<file path="config.mk">
export PLATFORM = sky130hd
export DESIGN_NAME = regfile_wb_arbiter
export DESIGN_NICKNAME = d
export VERILOG_FILES = /design/src/rtl/regfile_wb_arbiter.sv
export SDC_FILE = /design/constraint.sdc
export NUM_CORES = 1
export LEC_CHECK = 0
export ABC_AREA = 1
export CAP_MARGIN = 10
export CORE_UTILIZATION = 44
export DETAILED_ROUTE_END_ITERATION = 8
export PLACE_DENSITY = 0.88
export SLEW_MARGIN = 0
export SYNTH_ARGS = -nofsm -noshare
export SYNTH_HDL_FRONTEND = slang
export SYNTH_SLANG_ARGS = --single-unit
</file>
<file path="constraint.sdc">
create_clock -name clk -period 2.1 [get_ports clk]
set_clock_uncertainty 0.1 [all_clocks]
set_input_delay 0.42 -clock clk [delete_from_list [all_inputs] [get_ports clk]]
set_output_delay 0.42 -clock clk [all_outputs]
set_load 0.005 [all_outputs]
</file>
<file path="src/rtl/regfile_wb_arbiter.sv">
// Write-port arbiter for the register file with a busy scoreboard for RAW/WAW stalls.
// Define WB_RR_EN for round-robin arbitration; otherwise the lowest requester index wins.
module regfile_wb_arbiter #(
  parameter int n    = 32,
  parameter int m    = 5,
  parameter int NREQ = 3
) (
  input  logic              clk,
  input  logic              rst,
  input  logic [NREQ-1:0]   req_valid,
  input  logic [NREQ*m-1:0] req_addr,
  input  logic [NREQ*n-1:0] req_data,
  output logic [NREQ-1:0]   req_ready,
  output logic              regWrite,
  output logic [m-1:0]      writeReg,
  output logic [n-1:0]      writeData,
  input  logic              iss_valid,
  input  logic [m-1:0]      iss_rd,
  output logic              iss_ready,
  input  logic [m-1:0]      rs1_addr,
  input  logic [m-1:0]      rs2_addr,
  output logic              rs1_busy,
  output logic              rs2_busy,
  input  logic              flush
);
  localparam int NREG = 1 << m;
  localparam int PW   = (NREQ > 1) ? $clog2(NREQ) : 1;

  logic [m-1:0]    addr_arr [NREQ];
  logic [n-1:0]    data_arr [NREQ];
  logic [NREQ-1:0] cand;
  logic [NREQ-1:0] x0_req;
  logic [NREQ-1:0] sel;
  logic [NREQ-1:0] grant_oh;
  logic            grant_any;
  logic [m-1:0]    acc_addr [NREQ+1];
  logic [n-1:0]    acc_data [NREQ+1];
  logic [m-1:0]    grant_addr;
  logic [n-1:0]    grant_data;
  logic [NREG-1:0] busy_reg, busy_next;

  // Everything is gated by rst so nothing is accepted while held in reset.
  genvar gi;
  generate
    for (gi = 0; gi < NREQ; gi++) begin : g_req
      assign addr_arr[gi] = req_addr[gi*m +: m];
      assign data_arr[gi] = req_data[gi*n +: n];
      assign cand[gi]     = rst && req_valid[gi] && (addr_arr[gi] != '0);
      assign x0_req[gi]   = rst && req_valid[gi] && (addr_arr[gi] == '0);
    end
  endgenerate

`ifdef WB_RR_EN
  logic [PW-1:0]   ptr_reg, ptr_next;
  logic [NREQ-1:0] cand_hi;
  logic [PW-1:0]   acc_next [NREQ+1];

  // Candidates at or above the pointer take precedence; otherwise wrap to the bottom.
  assign cand_hi = cand & ({NREQ{1'b1}} << ptr_reg);
  assign sel     = (cand_hi != '0) ? cand_hi : cand;

  assign acc_next[0] = '0;
  generate
    for (gi = 0; gi < NREQ; gi++) begin : g_ptr
      assign acc_next[gi+1] = acc_next[gi] | (grant_oh[gi] ? PW'((gi + 1) % NREQ) : '0);
    end
  endgenerate

  assign ptr_next = grant_any ? acc_next[NREQ] : ptr_reg;

  always_ff @(posedge clk) begin
    if (!rst) ptr_reg <= '0;
    else      ptr_reg <= ptr_next;
  end
`else
  assign sel = cand;
`endif

  // Isolate the lowest set bit of the selected candidate set.
  assign grant_oh  = sel & (~sel + NREQ'(1));
  assign grant_any = |cand;

  assign acc_addr[0] = '0;
  assign acc_data[0] = '0;
  generate
    for (gi = 0; gi < NREQ; gi++) begin : g_mux
      assign acc_addr[gi+1] = acc_addr[gi] | (grant_oh[gi] ? addr_arr[gi] : '0);
      assign acc_data[gi+1] = acc_data[gi] | (grant_oh[gi] ? data_arr[gi] : '0);
    end
  endgenerate
  assign grant_addr = acc_addr[NREQ];
  assign grant_data = acc_data[NREQ];

  assign req_ready = grant_oh | x0_req;
  assign iss_ready = rst && !busy_reg[iss_rd];
  assign rs1_busy  = busy_reg[rs1_addr];
  assign rs2_busy  = busy_reg[rs2_addr];

  // Order matters: issue set overrides writeback clear, flush overrides both.
  always_comb begin
    busy_next = busy_reg;
    if (grant_any) busy_next[grant_addr] = 1'b0;
    if (iss_valid && iss_ready && (iss_rd != '0)) busy_next[iss_rd] = 1'b1;
    if (flush) busy_next = '0;
    busy_next[0] = 1'b0;
  end

  always_ff @(posedge clk) begin
    if (!rst) begin
      busy_reg  <= '0;
      regWrite  <= 1'b0;
      writeReg  <= '0;
      writeData <= '0;
    end else begin
      busy_reg <= busy_next;
      regWrite <= grant_any;
      if (grant_any) begin
        writeReg  <= grant_addr;
        writeData <= grant_data;
      end
    end
  end
endmodule

</file>
==> results <==
what timing repair did:
action | in CTS | in global routing
setup buffers | 9 | 7
gates resized for setup | 134 | 83
endpoints found under the setup margin | 69 | 51
pin swaps | 20 | 46
cloned | 2 | 1
hold endpoints to repair | 0 | 0
metrics by stage:
step | setup TNS (ns) | setup slack (ns) | area [sq um] | hold WS (ns) | util [%]
2_1_floorplan | 0 | 0.1314 | 4350 | 0.3523 | -
6_report | -1.131 | -0.1153 | 7647 | 0.3882 | 81.22
4_1_cts | -0.1754 | -0.1702 | 7390 | 0.3808 | 78.49
3_5_place_dp | -35.22 | -0.7692 | 6933 | 0.3839 | 73.63
5_1_grt | -2.813 | -0.1752 | 7645 | 0.4104 | 81.20
3_3_place_gp | -32.19 | -0.7461 | 6933 | 0.3843 | 73.63
synth_stat cells:
cell type | instances | area [sq um]
o22ai_1 | 2 | 12.51
inv_1 | 40 | 150.1
nand4_1 | 39 | 244.0
or2_2 | 1 | 6.260
nor2_2 | 8 | 50.05
nor2_4 | 1 | 11.26
nor2_1 | 74 | 277.8
nand3b_1 | 2 | 15.01
inv_2 | 7 | 26.28
buf_6 | 4 | 45.04
nand3_2 | 2 | 20.02
nand3_1 | 35 | 175.2
o221ai_1 | 10 | 87.58
a21oi_1 | 58 | 290.3
a41oi_1 | 17 | 148.9
buf_2 | 2 | 10.01
clkbuf_1 | 27 | 101.4
o211ai_1 | 5 | 37.54
nand2_1 | 208 | 780.8
buf_1 | 2 | 7.510
nand2_2 | 2 | 12.51
a22oi_1 | 2 | 15.01
nor3_1 | 9 | 45.04
nand2_4 | 1 | 11.26
o21ai_0 | 46 | 230.2
a221oi_1 | 15 | 131.4
buf_4 | 1 | 7.510
a31oi_1 | 3 | 18.77
dfxtp_1 | 69 | 1381
power by group through the flow:
stage | logic (mW) | registers (mW) | clock network (mW)
after detailed placement | 1.10 | 1.45 | 0
after global placement | 1.07 | 1.44 | 0
after CTS | 1.15 | 1.41 | 1.17
after floorplan | 0.383 | 1.45 | 0
after global routing | 1.31 | 1.42 | 1.24
final | 1.24 | 1.42 | 1.19
worst register-to-register path: stages, from the launching register on:
cell,delay (ns)
dfxtp_2,0.34
buf_6,0.11
nand2_2,0.06
nand2_2,0.05
nand2_1,0.06
nand2_1,0.05
nand2_1,0.05
nand2_1,0.07
nor2_1,0.13
nand2_1,0.10
nor2_4,0.11
buf_4,0.31
nand4_1,0.16
a21oi_1,0.22
cell families after synthesis:
group                  after synthesis
AND/OR/NAND/NOR                    382
buffers and inverters               83
AO/OA/AOI/OAI                      158
flip-flops                          69
routing by layer:
metal	global-route usage (%)	wire length [um]	vias up
met4	27.98	1578	0
met5	0	0	-
li1	-	-	2946
met1	43.14	7468	3084
met3	10.14	1940	151
met2	70.07	10480	479
final cells by class:
type | count | area share, %
repair buffers | 295 | 35.85
inverters | 47 | 2.372
well taps | 129 | 2.111
flip-flops and latches | 69 | 18.62
clock inverters | 6 | 0.9162
clock buffers | 10 | 1.800
diodes | 2 | 0.06545
multi-input cells | 540 | 38.17
repair inverters | 1 | 0.09817
final timing paths:
path	startpoint	end	cells after the start
worst max register to register	busy_reg[14]	busy_reg[1]	13
worst max-delay path	req_addr[2]	busy_reg[1]	15
worst min-delay path	busy_reg[4]	busy_reg[4]	2
worst min register to register	busy_reg[4]	busy_reg[4]	2
==> flow_summary.yaml <==
clock_tree:
  cts_tree: "done"
  clk_latency_ns: 0.36
  clk_pin_slew_worst_paths_ns: 0.08
  cts-root-to-sink-buffers: 2
  clkSinkCount: 69
  clockRootBuffer: "clkbuf_8"
  numCtsBuffers: 9
  cts_max_level: 3
  hold_buffers: 0
global_routing:
  grt_pass1_wl_um: 31960
  grt-ovfl-total: 0
  grt_max_degree: 33
  antenna_found_initial: 1
  track_usage_pct: 40.37
  grt_pass1_vias: 6536
setup_path:
  r2r_slack_ns: 0.11
  crit_chain: "clkdlybuf4s15_1, nor2_2, nand3b_1, nand2_2, buf_6, buf_4, nand3_1, nand2_1, nor2_4, buf_4, nor2_2, buf_4, nand3_1, nand2_1, a21oi_1"
  cp_top_family: "simple AND/OR/NAND/NOR gates"
  worstSetupPathType: "input pin to flip-flop"
  critPathSlowestCell: "clkdlybuf4s15_1"
  cpPeakStageDelay_ns: 0.24
  cp-start-kind: "input pin"
  cp_max_fo: 7
  crit_required_ns: 2.25
  path_buf_inv: 5
  cp.arrival_ns: 2.36
  cp_common_cell: "buf_4"
  cp-end-kind: "flip-flop"
sta:
  slew_headroom_pct: 72.37
  tightest_slew_ns: 0.4145
  max_freq_mhz: 451.4
  slew_violations: 0
  hold_violations: 0
  worst_slack_ns: -0.1153
  min_period_ns: 2.215
  rsz0062_at_grt: "yes"
  setup_viol: 29
  period_share_pct: 105.5
power_and_ir_drop:
  p_sw_share_pct: 32.31
  totalPowerFinal_mw: 3.849
  powerDensity_mw_per_mm2: 503.3
  seqPwrFrac_pct: 36.8
  clkPwrFrac_pct: 30.9
  p_switching_mw: 1.244
  ir_drop_mv: 0.3303
  power_leakage_nw: 3.099
  combinationalPowerShare_pct: 32.3
  p_int_mw: 2.605
yosys:
  synthAdderAreaFrac_pct: 0
  ys_warn_count: 0
  synth_compound_area_share_pct: 22.35
  syn_inst: 692
  netlist_area_sq_mm: 0.004350
  synthSimpleGateAreaFrac_pct: 37.91
  synth_xor_area_share_pct: 0
  syn_avg_cell_area_sq_um: 6.287
  synth_top_family_by_area: "simple AND/OR/NAND/NOR gates"
  ys_seq_area_share_pct: 31.75
  ys_seq_elements: 69
  synthMuxAreaShare_pct: 0
  syn_nets: 825
  synth_cell_types: 29
finish:
  num-fill-cells: 598
  area_delta_synth_final_pct: 75.78
  stdcell_count: 1099
  seqCellArea_sq_mm: 0.001424
  layout_commonest_cell: "nand2_1"
  layout_common_cells: "nand2_1, clkdlybuf4s50_1, buf_4, nor2_1, a21oi_1"
  drive_above_1_share_pct: 26.76
  multi_input_area_sq_mm: 0.002919
  nNetsFinal: 1096
  largest_reg_flops: 32
routing:
  finalWirelength_um: 21470
  via_per_inst: 6.060
  dr.pass1.iters: 6
  drt_iter0_drc: 619
  ant_nets: 0
  route.detailed.drc: 0
  num_vias: 6660
  drt-wirelength-per-cell_um: 19.54
die:
  core_area_sq_mm: 0.009415
  rows: 35
  dieArea_sq_mm: 0.01029
  die_h_um: 101.4
  die_w_um: 101.4
  initial_core_util_pct: 46.21
  io_pins: 177
outcome:
  violations: "setup timing"
  status: "finished with violations"
placement:
  gp_congestion: 1.048
  placed_cells: 1063
  detailed_place_hpwl_um: 14610
  io_buffers: 176
worst_hold_path:
  hp-class: "flip-flop to flip-flop"
flow_run:
  maxCapViolations: 0
Note: power is estimated with default switching activity, not from simulation.
